$ cat src/rtl/useq_pkg.sv
// -----------------------------------------------------------------------------
// useq_pkg
// Shared definitions for the microsequencer:
//   - next-state select encodings carried in the control word (nssel)
//   - FSM state encodings (FETCH / EXEC)
//   - addressing-mode encodings and their fixed dispatch targets
//   - register-mode (REG_MAP) and opcode (OP_MAP) dispatch tables, each
//     entry carrying an illegal marker
//   - default trap microaddress (first unused control-store slot)
// The tables hold 5-bit targets, matching the 32-word control store.
// -----------------------------------------------------------------------------
package useq_pkg;

  localparam int USEQ_AW  = 5;
  localparam int USEQ_OPW = 3;

  // nssel field of the control word
  localparam logic [1:0] NS_DIRECT    = 2'b00;
  localparam logic [1:0] NS_DISP_MODE = 2'b01;
  localparam logic [1:0] NS_DISP_OP   = 2'b10;
  localparam logic [1:0] NS_COND_ZERO = 2'b11;

  // FSM states
  localparam logic [0:0] S_FETCH = 1'b0;
  localparam logic [0:0] S_EXEC  = 1'b1;

  // IR addressing-mode field
  localparam logic [1:0] MODE_REG  = 2'b00;
  localparam logic [1:0] MODE_ABDM = 2'b01;
  localparam logic [1:0] MODE_ADRM = 2'b10;
  localparam logic [1:0] MODE_BRZZ = 2'b11;

  // Fixed entry points for the non-register addressing modes
  localparam logic [4:0] MODE_ABDM1_ADDR = 5'd1;
  localparam logic [4:0] MODE_ADRM1_ADDR = 5'd5;
  localparam logic [4:0] MODE_BRZZ1_ADDR = 5'd9;

  // First unused control-store slot; illegal dispatches land here
  localparam logic [4:0] TRAP_ADDR_DEFAULT = 5'd24;

  // Dispatch table entry: target microaddress plus an illegal marker
  typedef struct packed {
    logic       illegal;
    logic [4:0] target;
  } map_entry_t;

  localparam map_entry_t MAP_ILLEGAL = '{illegal: 1'b1, target: 5'd0};

  function automatic map_entry_t map_ok(input logic [4:0] t);
    map_entry_t e;
    e.illegal = 1'b0;
    e.target  = t;
    return e;
  endfunction

  // Register-mode dispatch: opcodes 0..4 are defined, everything else traps.
  // The opcode is presented zero-extended to 8 bits so OPW up to 8 works.
  function automatic map_entry_t reg_map(input logic [7:0] opcode);
    map_entry_t e;
    e = MAP_ILLEGAL;
    case (opcode)
      8'd0:    e = map_ok(5'd15);
      8'd1:    e = map_ok(5'd16);
      8'd2:    e = map_ok(5'd17);
      8'd3:    e = map_ok(5'd19);
      8'd4:    e = map_ok(5'd21);
      default: e = MAP_ILLEGAL;
    endcase
    return e;
  endfunction

  // Opcode dispatch: opcodes 0..3 are defined, everything else traps.
  function automatic map_entry_t op_map(input logic [7:0] opcode);
    map_entry_t e;
    e = MAP_ILLEGAL;
    case (opcode)
      8'd0:    e = map_ok(5'd10);
      8'd1:    e = map_ok(5'd11);
      8'd2:    e = map_ok(5'd12);
      8'd3:    e = map_ok(5'd14);
      default: e = MAP_ILLEGAL;
    endcase
    return e;
  endfunction

endpackage

$ cat src/rtl/useq_if.sv
// -----------------------------------------------------------------------------
// useq_if
// Control-store loop between the microsequencer and the control store.
//   address   microaddress presented to the control store
//   cw_valid  control-store output corresponds to address
//   nssel     next-state select field of the returned control word
//   dbin      direct branch address field of the returned control word
// Modports:
//   master  the microsequencer (drives address/cw_valid)
//   slave   the control store  (drives nssel/dbin)
// -----------------------------------------------------------------------------
interface useq_if #(
  parameter int AW = 5
);

  logic [AW-1:0] address;
  logic          cw_valid;
  logic [1:0]    nssel;
  logic [AW-1:0] dbin;

  modport master (
    output address,
    output cw_valid,
    input  nssel,
    input  dbin
  );

  modport slave (
    input  address,
    input  cw_valid,
    output nssel,
    output dbin
  );

endinterface

$ cat src/rtl/useq_dispatch.sv
// -----------------------------------------------------------------------------
// useq_dispatch
// Purely combinational next-microaddress selection.
// Ports:
//   nssel      in  2    next-state select of the current control word
//   dbin       in  AW   direct branch address of the current control word
//   zero       in  1    ALU zero flag
//   ir_opcode  in  OPW  IR opcode field (OPW <= 8)
//   ir_mode    in  2    IR addressing-mode field
//   next_addr  out AW   microaddress to load at the end of EXEC
//   illegal    out 1    dispatch hit an undefined table entry
// -----------------------------------------------------------------------------
module useq_dispatch
  import useq_pkg::*;
#(
  parameter int            AW        = USEQ_AW,
  parameter int            OPW       = USEQ_OPW,
  parameter logic [AW-1:0] TRAP_ADDR = AW'(TRAP_ADDR_DEFAULT)
) (
  input  logic [1:0]     nssel,
  input  logic [AW-1:0]  dbin,
  input  logic           zero,
  input  logic [OPW-1:0] ir_opcode,
  input  logic [1:0]     ir_mode,
  output logic [AW-1:0]  next_addr,
  output logic           illegal
);

  logic [7:0] op8;
  map_entry_t reg_entry;
  map_entry_t op_entry;

  assign op8 = 8'(ir_opcode);

  always_comb begin
    reg_entry = reg_map(op8);
    op_entry  = op_map(op8);
  end

  always_comb begin
    next_addr = dbin;
    illegal   = 1'b0;
    case (nssel)
      NS_DIRECT: begin
        next_addr = dbin;
      end
      NS_DISP_MODE: begin
        case (ir_mode)
          MODE_REG: begin
            next_addr = AW'(reg_entry.target);
            illegal   = reg_entry.illegal;
          end
          MODE_ABDM: next_addr = AW'(MODE_ABDM1_ADDR);
          MODE_ADRM: next_addr = AW'(MODE_ADRM1_ADDR);
          MODE_BRZZ: next_addr = AW'(MODE_BRZZ1_ADDR);
        endcase
      end
      NS_DISP_OP: begin
        next_addr = AW'(op_entry.target);
        illegal   = op_entry.illegal;
      end
      NS_COND_ZERO: begin
        // AW-bit sum: dbin = all-ones with zero set wraps to 0
        next_addr = dbin + AW'(zero);
      end
    endcase
    // Any undefined table entry redirects to the trap handler
    if (illegal) begin
      next_addr = TRAP_ADDR;
    end
  end

endmodule

$ cat src/rtl/microsequencer.sv
// -----------------------------------------------------------------------------
// microsequencer
// Generates the microaddress for the control store and consumes the
// nssel/dbin fields of the control word that comes back. Every
// microinstruction takes two cycles: FETCH (control store latches
// rom[address]) then EXEC (next address computed and registered).
// Ports:
//   clock        in   1    system clock, rising edge
//   reset_n      in   1    asynchronous active-low reset
//   cs           useq_if.master  address/cw_valid out, nssel/dbin in
//   zero         in   1    ALU zero flag, used in EXEC
//   ir_opcode    in   OPW  IR opcode field
//   ir_mode      in   2    IR addressing-mode field
//   hold         in   1    memory wait request; freezes EXEC
//   trap         out  1    one-cycle pulse in the FETCH after an illegal dispatch
//   ustep_count  out  16   completed microinstructions (only with USEQ_TRACE_EN)
// Optional feature macro: USEQ_TRACE_EN (adds the ustep_count port/counter).
// Datapath writes elsewhere must be qualified with cw_valid && !hold so each
// write happens exactly once per microinstruction.
// -----------------------------------------------------------------------------
module microsequencer
  import useq_pkg::*;
#(
  parameter int            AW        = USEQ_AW,
  parameter int            OPW       = USEQ_OPW,
  parameter logic [AW-1:0] TRAP_ADDR = AW'(TRAP_ADDR_DEFAULT)
) (
  input  logic           clock,
  input  logic           reset_n,
  useq_if.master         cs,
  input  logic           zero,
  input  logic [OPW-1:0] ir_opcode,
  input  logic [1:0]     ir_mode,
  input  logic           hold,
  output logic           trap
`ifdef USEQ_TRACE_EN
  ,
  output logic [15:0]    ustep_count
`endif
);

  logic [0:0]    state;
  logic [AW-1:0] address_q;
  logic          cw_valid_q;
  logic [AW-1:0] next_addr;
  logic          illegal;
  logic          advance;

  useq_dispatch #(
    .AW        (AW),
    .OPW       (OPW),
    .TRAP_ADDR (TRAP_ADDR)
  ) u_dispatch (
    .nssel     (cs.nssel),
    .dbin      (cs.dbin),
    .zero      (zero),
    .ir_opcode (ir_opcode),
    .ir_mode   (ir_mode),
    .next_addr (next_addr),
    .illegal   (illegal)
  );

  // A microinstruction completes on the EXEC edge that is not held off
  assign advance = (state == S_EXEC) && !hold;

  // FETCH/EXEC sequencing; hold only matters in EXEC
  always_ff @(posedge clock or negedge reset_n) begin
    if (!reset_n) begin
      state      <= S_FETCH;
      address_q  <= '0;
      cw_valid_q <= 1'b0;
      trap       <= 1'b0;
    end else begin
      case (state)
        S_FETCH: begin
          state      <= S_EXEC;
          cw_valid_q <= 1'b1;
          trap       <= 1'b0;
        end
        S_EXEC: begin
          if (advance) begin
            state      <= S_FETCH;
            address_q  <= next_addr;
            cw_valid_q <= 1'b0;
            // Pulse lasts exactly the FETCH cycle that follows
            trap       <= illegal;
          end
        end
        default: begin
          state      <= S_FETCH;
          cw_valid_q <= 1'b0;
          trap       <= 1'b0;
        end
      endcase
    end
  end

`ifdef USEQ_TRACE_EN
  // Completed-microinstruction counter; wraps naturally at 16 bits
  always_ff @(posedge clock or negedge reset_n) begin
    if (!reset_n) begin
      ustep_count <= '0;
    end else if (advance) begin
      ustep_count <= ustep_count + 16'd1;
    end
  end
`endif

  assign cs.address  = address_q;
  assign cs.cw_valid = cw_valid_q;

endmodule

$ cat src/flat_wrapper.sv
// flat-port wrapper written by rule: the top's interface ports become plain ports
module microsequencer_flat import useq_pkg::*;
#(
  parameter int            AW        = USEQ_AW,
  parameter int            OPW       = USEQ_OPW,
  parameter logic [AW-1:0] TRAP_ADDR = AW'(TRAP_ADDR_DEFAULT)
)
  (clock, reset_n, zero, ir_opcode, ir_mode, hold, trap, cs_address, cs_cw_valid, cs_nssel, cs_dbin);
  useq_if #(.AW(AW)) cs_i ();
  input  logic clock;
  input  logic reset_n;
  input  logic zero;
  input  logic [OPW-1:0] ir_opcode;
  input  logic [1:0] ir_mode;
  input  logic hold;
  output logic trap;
  output wire logic [$bits(cs_i.address)-1:0] cs_address;
  output wire logic [$bits(cs_i.cw_valid)-1:0] cs_cw_valid;
  input wire logic [$bits(cs_i.nssel)-1:0] cs_nssel;
  input wire logic [$bits(cs_i.dbin)-1:0] cs_dbin;
  assign cs_address = cs_i.address;
  assign cs_cw_valid = cs_i.cw_valid;
  assign cs_i.nssel = cs_nssel;
  assign cs_i.dbin = cs_dbin;
  microsequencer #(.AW(AW), .OPW(OPW), .TRAP_ADDR(TRAP_ADDR)) u_core (.clock(clock), .reset_n(reset_n), .cs(cs_i), .zero(zero), .ir_opcode(ir_opcode), .ir_mode(ir_mode), .hold(hold), .trap(trap));
endmodule
$ cat config.mk
export PLATFORM = sky130hd
export DESIGN_NAME = microsequencer_flat
export DESIGN_NICKNAME = d
export VERILOG_FILES = /design/src/rtl/useq_pkg.sv /design/src/rtl/useq_if.sv /design/src/rtl/useq_dispatch.sv /design/src/rtl/microsequencer.sv /design/src/flat_wrapper.sv
export SDC_FILE = /design/constraint.sdc
export NUM_CORES = 1
export LEC_CHECK = 0
export ABC_AREA = 1
export CELL_PAD_IN_SITES_DETAIL_PLACEMENT = 1
export CELL_PAD_IN_SITES_GLOBAL_PLACEMENT = 2
export CORE_MARGIN = 2
export CORE_UTILIZATION = 25
export DETAILED_ROUTE_END_ITERATION = 8
export PLACE_DENSITY = 0.82
export SLEW_MARGIN = 30
export SYNTH_ARGS = -nofsm -noshare
export SYNTH_HDL_FRONTEND = slang
export SYNTH_HIERARCHICAL = 1
export SYNTH_SLANG_ARGS = --single-unit
$ cat constraint.sdc
create_clock -name clock -period 1.9 [get_ports clock]
set_input_delay 0.38 -clock clock [delete_from_list [all_inputs] [get_ports clock]]
set_output_delay 0.38 -clock clock [all_outputs]
set_load 0.05 [all_outputs]
==> impl_metrics.tcl, run 1 <==
set metrics [dict create \
    hpwlAfterDp_um 1850 \
    core_area_um2 2980 \
    skew_ns 0.00149 \
    synthesis.area_um2 768 \
    place_ws_ns -0.169 \
    r2r_start "u_core/state$_DFF_PN0_" \
    die_x_um 59.4 \
    drt-initial-drc-count 17 \
    layout-drive-gt1-share_pct 13.7 \
    start_util_pct 25.8 \
    synth_fa_ha_area_share_pct 9.77 \
    worst_slew_pin_slew_ns 0.500 \
    worst_slack_ns 0.115 \
    wl_met1_um 979 \
    maxCapViolations 0 \
    globalRouteTotalUtil_pct 13.6 \
    top_layer_used "met4" \
    ff2ff_path_depth 3 \
    antenna_cells 0 \
    arrival_ns 1.41 \
    cp-end-kind "output port" \
    area_growth_syn_to_layout_pct 41.0 \
    fin_cells 179 \
    crit_fanout 2 \
    synth-compound-area-share_pct 4.23 \
    leakagePower_nw 0.580 \
    io_pins 23 \
    viasPerCell 4.61 \
    crit_chain "clkdlybuf4s50_1" \
    crit_buf_inv 1 \
    grt_max_degree 10 \
    yosys_warnings 6 \
    grt_pass1_wl_um 3680 \
    clkSlewWorstSetupHoldPaths_ns 0.05 \
    grt_pass1_vias 865 \
    grt_setup_unrepaired "no" \
    slew_violations 0 \
    synth_top_family_by_area "simple AND/OR/NAND/NOR gates" \
    clock_latency_ns 0.25 \
    nets 170 \
    vias 825 \
    startpoint_type "register" \
    cts_tree "yes" \
    antenna_found_initial 0 \
    layout_min_cycle_time_ns 1.79 \
    h-tree-depth 1 \
    finalHoldViolations 0 \
    synth_xor_area_share_pct 0 \
    met2WireLength_um 1090 \
    crit_path_start "u_core/cs.address[4]$_DFFE_PN0P_" \
    clock-sinks 8 \
    worst-path-stages 1 \
    ctsLongestPathBuffers 2 \
    post_cts_buffers 0 \
    synth_cell_types 20 \
    cp-endpoint "cs_address[4]" \
    yosysSeqAreaShare_pct 26.1 \
    syn_area_per_cell_um2 6.57 \
    wirelength_um 2140 \
    die_y_um 59.4 \
    die_area_um2 3530 \
    utilization_pct 36.4 \
    path_delay_family "buffers and inverters" \
    fin_crit_sh_pct 94.0 \
    cp.required_ns 1.52 \
    io_buffer_count 22 \
    dp_cells 176 \
    synth_mux_area_share_pct 0 \
    ys_seq_elements 8 \
    cts_made_buffers 3 \
    clock_tree.root_cell "clkbuf_4" \
    setup_violations 0 \
    powerDensity_nw_per_um2 558 \
    worstReg2RegEnd "u_core/cs.address[3]$_DFFE_PN0P_" \
    drc 0 \
    tns_ns 0 \
    timing.fmax_mhz 560 \
    critical_path_class "reg -> out" \
    mappedNetlistNets 139 \
    max_stage_delay_ns 0.81 \
    dr.pass1.iters 4 \
    syn_inst 117 \
    ctsHoldBuffers 0 \
    max_slew_margin_pct 66.6 \
    std_cell_rows 20 \
    ant_nets 0 \
    synthSimpleGateAreaFrac_pct 52.1 \
    gp_congestion 0.728 \
    power_mw 0.604 \
    status "finished, final reports clean" \
    wl_met3_um 64 \
    holdCritPathClass "in -> async" \
    ir_drop_mv 0.121 \
    critical-path-slowest-cell "clkdlybuf4s50_1" \
    routedWlPerCell_um 12.0 \
    grt-ovfl-total 0 \
    reg2reg_slack_ns 0.99 \
    cts_resized 0 \
]
-- placed cells by master (no fill, tap or decap), types with 2 or more instances in the layout --
| cell | n |
|---|---|
| buf_4 | 5 |
| clkdlybuf4s50_1 | 22 |
| a21boi_1 | 2 |
| inv_1 | 9 |
| inv_2 | 4 |
| nand2_4 | 4 |
| or2_1 | 3 |
| ha_1 | 6 |
| dfrtp_1 | 8 |
| nand3_1 | 18 |
| nor2_1 | 10 |
| nand4_1 | 2 |
| nand2_1 | 42 |
| clkbuf_4 | 3 |
-- cell usage after synthesis --
cell | instances | area share [%]
a21boi_0 | 1 | 0.98
nand4_1 | 2 | 1.6
nand3_1 | 18 | 12
ha_1 | 6 | 9.8
nor2_4 | 1 | 1.5
nand2_4 | 4 | 5.9
inv_2 | 4 | 2.0
o21ai_0 | 1 | 0.65
a21oi_1 | 1 | 0.65
inv_1 | 9 | 4.4
nor2_1 | 10 | 4.9
a21boi_1 | 2 | 2.0
nor3_1 | 1 | 0.65
or2_0 | 1 | 0.81
nand3_2 | 1 | 1.3
nand2_1 | 42 | 21
nand2_2 | 1 | 0.81
buf_6 | 1 | 1.5
dfrtp_1 | 8 | 26
or2_1 | 3 | 2.4
-- stage by stage --
| step | hold slack (ns) | instance area (um^2) |
|---|---|---|
| CTS | 0.411 | 1080 |
| detailed placement | 0.457 | 1060 |
| floorplan | 0.0844 | 768 |
| finish | 0.405 | 1080 |
| global placement | 0.456 | 1060 |
| global route | 0.433 | 1080 |
-- layout make-up --
| type | count | area, um^2 |
|---|---|---|
| multi-input combinational | 95 | 513 |
| tap | 33 | 41.3 |
| sequential | 8 | 200 |
| clock buffer | 3 | 22.5 |
| timing repair buffer | 27 | 258 |
| fill | 395 | 1890 |
| inverter | 13 | 48.8 |
-- kinds of logic after synthesis --
group	after synthesis
compound gates	5
fa+ha+maj	6
buf+inv	14
flops	8
simple gates	84
-- how the worst min path moves through the flow --
| stage | slack [ns] | endpoint |
|---|---|---|
| after detailed placement | 0.46 | u_core/cs.cw_valid$_DFFE_PN0P_ |
| after floorplan | 0.08 | u_core/cs.address[0]$_DFFE_PN0P_ |
| after global placement | 0.46 | u_core/cs.address[0]$_DFFE_PN0P_ |
| after CTS | 0.41 | u_core/cs.address[2]$_DFFE_PN0P_ |
| after global routing | 0.43 | u_core/cs.address[2]$_DFFE_PN0P_ |
| final | 0.40 | u_core/cs.cw_valid$_DFFE_PN0P_ |
-- power breakdown --
part / switching (mW) / internal (mW)
Sequential: 0.0148 / 0.192
Clock: 0.0532 / 0.0720
Combinational: 0.166 / 0.107
Total: 0.234 / 0.370
-- routing by layer --
layer,global-route usage (%),vias up
li1,-,429
met1,15.5,376
met2,26.2,18
met3,0.655,2
met4,4.87,0
met5,0,-
-- sequential cells by signal, indices dropped and copies added (netlist names) --
name                count
u_core/cs.cw_valid      1
u_core/state            1
u_core/trap             1
u_core/cs.address       5
Note: power is estimated with default switching activity, not from simulation.
==> run 2, diff against run 1 <==
--- a/config.mk
+++ b/config.mk
@@ -11,6 +11,7 @@
 export CORE_MARGIN = 2
 export CORE_UTILIZATION = 25
 export DETAILED_ROUTE_END_ITERATION = 8
+export GPL_TIMING_DRIVEN = 0
 export PLACE_DENSITY = 0.82
 export SLEW_MARGIN = 30
 export SYNTH_ARGS = -nofsm -noshare
==> run 2 against run 1 <==
Against the previous run:
- first-iteration DRC count up 65%
- die area unchanged
- critical path depth unchanged
- via count down 0.48%
- clock power about the same
- combinational power about the same
- fmax about the same
- setup slack about the same
- highest routed layer is now met3
==> impl_metrics.tcl, run 2 (synthesis gave the netlist of run 1 again) <==
set metrics [dict create \
    status "finished, final reports clean" \
    cts_tree "yes" \
    layout_min_cycle_time_ns 1.79 \
    cts_resized 0 \
    timing.fmax_mhz 560 \
    final_common_cell "nand2_1" \
    cp.required_ns 1.52 \
    place_area_um2 1030 \
    ir_drop_mv 0.121 \
    layout-drive-gt1-share_pct 11.3 \
    grt_max_degree 10 \
    ctsHoldBuffers 0 \
    holdCritPathClass "in -> async" \
    nets 166 \
    path_delay_family "buffers and inverters" \
    antenna_cells 0 \
    grt-ovfl-total 0 \
    arrival_ns 1.41 \
    critical-path-slowest-cell "clkdlybuf4s50_1" \
    clock-sinks 8 \
    finalHoldViolations 0 \
    cp-end-kind "output port" \
    io_pins 23 \
    slew_violations 0 \
    worst_slew_pin_slew_ns 0.493 \
    drc 0 \
    grt_setup_unrepaired "no" \
    max_slew_margin_pct 67.0 \
    wirelength_um 2030 \
    ctsLongestPathBuffers 2 \
    cts_made_buffers 3 \
    place_ws_ns -0.120 \
    max_stage_delay_ns 0.80 \
    clock_tree.root_cell "clkbuf_4" \
    skew_ns 0.00215 \
    hold_ws_ns 0.403 \
    reg2reg_slack_ns 1.13 \
    dr.pass1.iters 4 \
    clock_latency_ns 0.25 \
    globalRouteTotalUtil_pct 13.2 \
    h-tree-depth 1 \
    powerDensity_nw_per_um2 569 \
    postLayoutCellArea_um2 1050 \
    leakagePower_nw 0.559 \
    vias 821 \
    clkSlewWorstSetupHoldPaths_ns 0.05 \
    drt-initial-drc-count 28 \
    die_area_um2 3530 \
    core_area_um2 2980 \
    area_growth_syn_to_layout_pct 37.3 \
    startpoint_type "register" \
    crit_chain "clkdlybuf4s50_1" \
    viasPerCell 4.69 \
    io_buffer_count 22 \
    hpwlAfterDp_um 1740 \
    antenna_found_initial 0 \
    std_cell_rows 20 \
    grt_pass1_wl_um 3470 \
    grt_pass1_vias 837 \
    largest_register_ffs 5 \
    setup_violations 0 \
    most-common-layout-cells "nand2_1 (42), clkdlybuf4s50_1 (22), nand3_1 (18), nor2_1 (10), inv_1 (9)" \
    maxCapViolations 0 \
    start_util_pct 25.8 \
    routedWlPerCell_um 11.6 \
    die_y_um 59.4 \
    utilization_pct 35.4 \
    gp_congestion 0.747 \
    critical_path_class "reg -> out" \
    crit_fanout 2 \
    worst_slack_ns 0.115 \
    fin_crit_sh_pct 94.0 \
    post_cts_buffers 0 \
    crit_buf_inv 1 \
    ant_nets 0 \
    die_x_um 59.4 \
]
==> run 2: metrics by stage <==
| stage | cells | power (mW) | setup TNS [ns] |
|---|---|---|---|
| 2_1_floorplan | 117 | 0.367 | 0 |
| 3_3_place_gp | 172 | 0.471 | -0.247 |
| 3_5_place_dp | 172 | 0.478 | -0.434 |
| 4_1_cts | 175 | 0.612 | 0 |
| 5_1_grt | 175 | 0.650 | 0 |
| 6_report | 175 | 0.601 | 0 |
==> run 2: path summary, 6_finish.rpt <==
check	endpoint	startpoint	depth (start not counted)
min	u_core/cs.address[0]$_DFFE_PN0P_	reset_n	1
max reg2reg	u_core/cs.address[2]$_DFFE_PN0P_	u_core/state$_DFF_PN0_	4
min in group clock	u_core/cs.cw_valid$_DFFE_PN0P_	u_core/cs.cw_valid$_DFFE_PN0P_	2
max in group asynchronous	u_core/cs.address[3]$_DFFE_PN0P_	reset_n	1
max	cs_address[3]	u_core/cs.address[3]$_DFFE_PN0P_	1
min reg2reg	u_core/cs.cw_valid$_DFFE_PN0P_	u_core/cs.cw_valid$_DFFE_PN0P_	2
==> run 2: final cells by class <==
cell class                 count  area [um^2]
fill                         391         1920
multi-input combinational     95          510
timing repair buffer          22          220
sequential                     8          200
inverter                      13         48.8
tap                           33         41.3
clock buffer                   3         22.5
buffer                         1         11.3
==> run 2: metal layers <==
layer | vias up | part of all wire [%] | track usage, %
li1 | 424 | - | -
met2 | 22 | 51 | 23.7
met4 | 0 | 0 | 5.84
met1 | 375 | 45 | 14.9
met3 | 0 | 4.0 | 2.62
met5 | - | 0 | 0
==> run 2: power by group <==
part / leakage [nW] / switching [mW] / internal (mW) / total (mW)
clock network: 0.0138 / 0.0546 / 0.0721 / 0.127
registers: 0.100 / 0.0115 / 0.192 / 0.203
logic: 0.445 / 0.167 / 0.104 / 0.271
==> run 3, diff against run 2 <==
--- a/config.mk
+++ b/config.mk
@@ -8,10 +8,11 @@
 export ABC_AREA = 1
 export CELL_PAD_IN_SITES_DETAIL_PLACEMENT = 1
 export CELL_PAD_IN_SITES_GLOBAL_PLACEMENT = 2
-export CORE_MARGIN = 2
+export CORE_MARGIN = 5
 export CORE_UTILIZATION = 25
 export DETAILED_ROUTE_END_ITERATION = 8
 export GPL_TIMING_DRIVEN = 0
+export MAX_ROUTING_LAYER = met4
 export PLACE_DENSITY = 0.82
 export SLEW_MARGIN = 30
 export SYNTH_ARGS = -nofsm -noshare
==> run 3 against run 2 <==
Against the previous run:
- power rose by 0.21%
- worst hold slack got worse by 0.0066 ns
- cell area down 0.24%
- critical path depth unchanged
- fmax is 0.33% lower
- clock-buffer cell count unchanged
- setup slack lost 0.0060 ns
==> impl_metrics.tcl, run 3 (synthesis gave the netlist of run 1 again) <==
set metrics [dict create \
    timing.fmax_mhz 558 \
    dp_cells 172 \
    vias 805 \
    wl_met1_um 949 \
    io_pins 23 \
    path_delay_family "buffers and inverters" \
    cp-end-kind "output port" \
    maxCapViolations 0 \
    largest_register_ffs 5 \
    nets 166 \
    cp.required_ns 1.52 \
    hold_ws_ns 0.396 \
    worst_slew_pin_slew_ns 0.502 \
    place_area_um2 1030 \
    layout_min_cycle_time_ns 1.79 \
    start_util_pct 25.6 \
    powerDensity_nw_per_um2 572 \
    wirelength_um 1990 \
    layout-drive-gt1-share_pct 10.6 \
    area_growth_syn_to_layout_pct 37.0 \
    critical_path_class "reg -> out" \
    max_slew_margin_pct 66.4 \
    drt-initial-drc-count 21 \
    reg2reg_slack_ns 1.13 \
    power_mw 0.602 \
    routedWlPerCell_um 11.3 \
    drc 0 \
    critical-path-slowest-cell "clkdlybuf4s50_1" \
    fin_cells 175 \
    core_area_um2 3000 \
    met2WireLength_um 881 \
    postLayoutCellArea_um2 1050 \
    utilization_pct 35.0 \
    antenna_found_initial 0 \
    gp_congestion 0.806 \
    leakagePower_nw 0.561 \
    ctsHoldBuffers 0 \
    clock_latency_ns 0.25 \
    antenna_cells 0 \
    cts_tree "yes" \
    skew_ns 0.00226 \
    setup_violations 0 \
    dr.pass1.iters 4 \
    clock_tree.root_cell "clkbuf_4" \
    wl_met3_um 107 \
    cts_made_buffers 3 \
    hpwlAfterDp_um 1750 \
    die_y_um 65.4 \
    arrival_ns 1.41 \
    worst-path-stages 1 \
    grt_pass1_vias 840 \
    top_layer_used "met4" \
    ant_nets 0 \
    crit_fanout 2 \
    worstReg2RegEnd "u_core/cs.address[0]$_DFFE_PN0P_" \
    fin_crit_sh_pct 94.3 \
    tns_ns 0 \
    r2r_start "u_core/state$_DFF_PN0_" \
    final_common_cell "nand2_1" \
    grt_pass1_wl_um 3470 \
    most-common-layout-cells "nand2_1 (42), clkdlybuf4s50_1 (22), nand3_1 (18), nor2_1 (10), inv_1 (9)" \
    grt-ovfl-total 0 \
    std_cell_rows 20 \
    globalRouteTotalUtil_pct 10.5 \
    clkSlewWorstSetupHoldPaths_ns 0.05 \
    ff2ff_path_depth 4 \
    slew_violations 0 \
    die_x_um 65.4 \
    worst_slack_ns 0.109 \
    clock-sinks 8 \
    status "finished, final reports clean" \
    h-tree-depth 1 \
    viasPerCell 4.60 \
    crit_chain "clkdlybuf4s50_1" \
    io_buffer_count 22 \
    holdCritPathClass "in -> async" \
    max_stage_delay_ns 0.81 \
    finalHoldViolations 0 \
    post_cts_buffers 0 \
    ctsLongestPathBuffers 2 \
    place_ws_ns -0.142 \
    ir_drop_mv 0.117 \
    grt_setup_unrepaired "no" \
    startpoint_type "register" \
    grt_max_degree 10 \
    crit_buf_inv 1 \
    cts_resized 0 \
    die_area_um2 4280 \
]
## run 3: routing by layer
| metal | vias up | global-route usage, % |
|---|---|---|
| li1 | 421 | - |
| met1 | 357 | 12.0 |
| met2 | 23 | 17.6 |
| met3 | 4 | 1.88 |
| met4 | 0 | 5.18 |
| met5 | - | - |
## run 3: worst max-delay path by stage
| stage | start | end |
|---|---|---|
| final | u_core/cs.address[3]$_DFFE_PN0P_ | cs_address[3] |
| after global routing | cs_nssel[1] | u_core/cs.address[3]$_DFFE_PN0P_ |
| after CTS | u_core/cs.address[3]$_DFFE_PN0P_ | cs_address[3] |
| after detailed placement | cs_nssel[1] | u_core/cs.address[3]$_DFFE_PN0P_ |
| after global placement | cs_nssel[0] | u_core/cs.address[1]$_DFFE_PN0P_ |
| after floorplan | zero | u_core/cs.address[2]$_DFFE_PN0P_ |
## run 3: cell type report
type / count / area (um^2)
well taps: 33 / 41.3
plain buffers: 1 / 11.3
multi-input cells: 95 / 508
repair buffers: 22 / 220
fillers: 401 / 1950
clock buffers: 3 / 22.5
inverters: 13 / 48.8
flip-flops and latches: 8 / 200
## run 3: power by group
group,leakage (nW),switching (mW),internal (mW)
Clock,0.0138,0.0584,0.0723
Sequential,0.100,0.0107,0.192
Combinational,0.447,0.166,0.103
Total,0.561,0.235,0.367
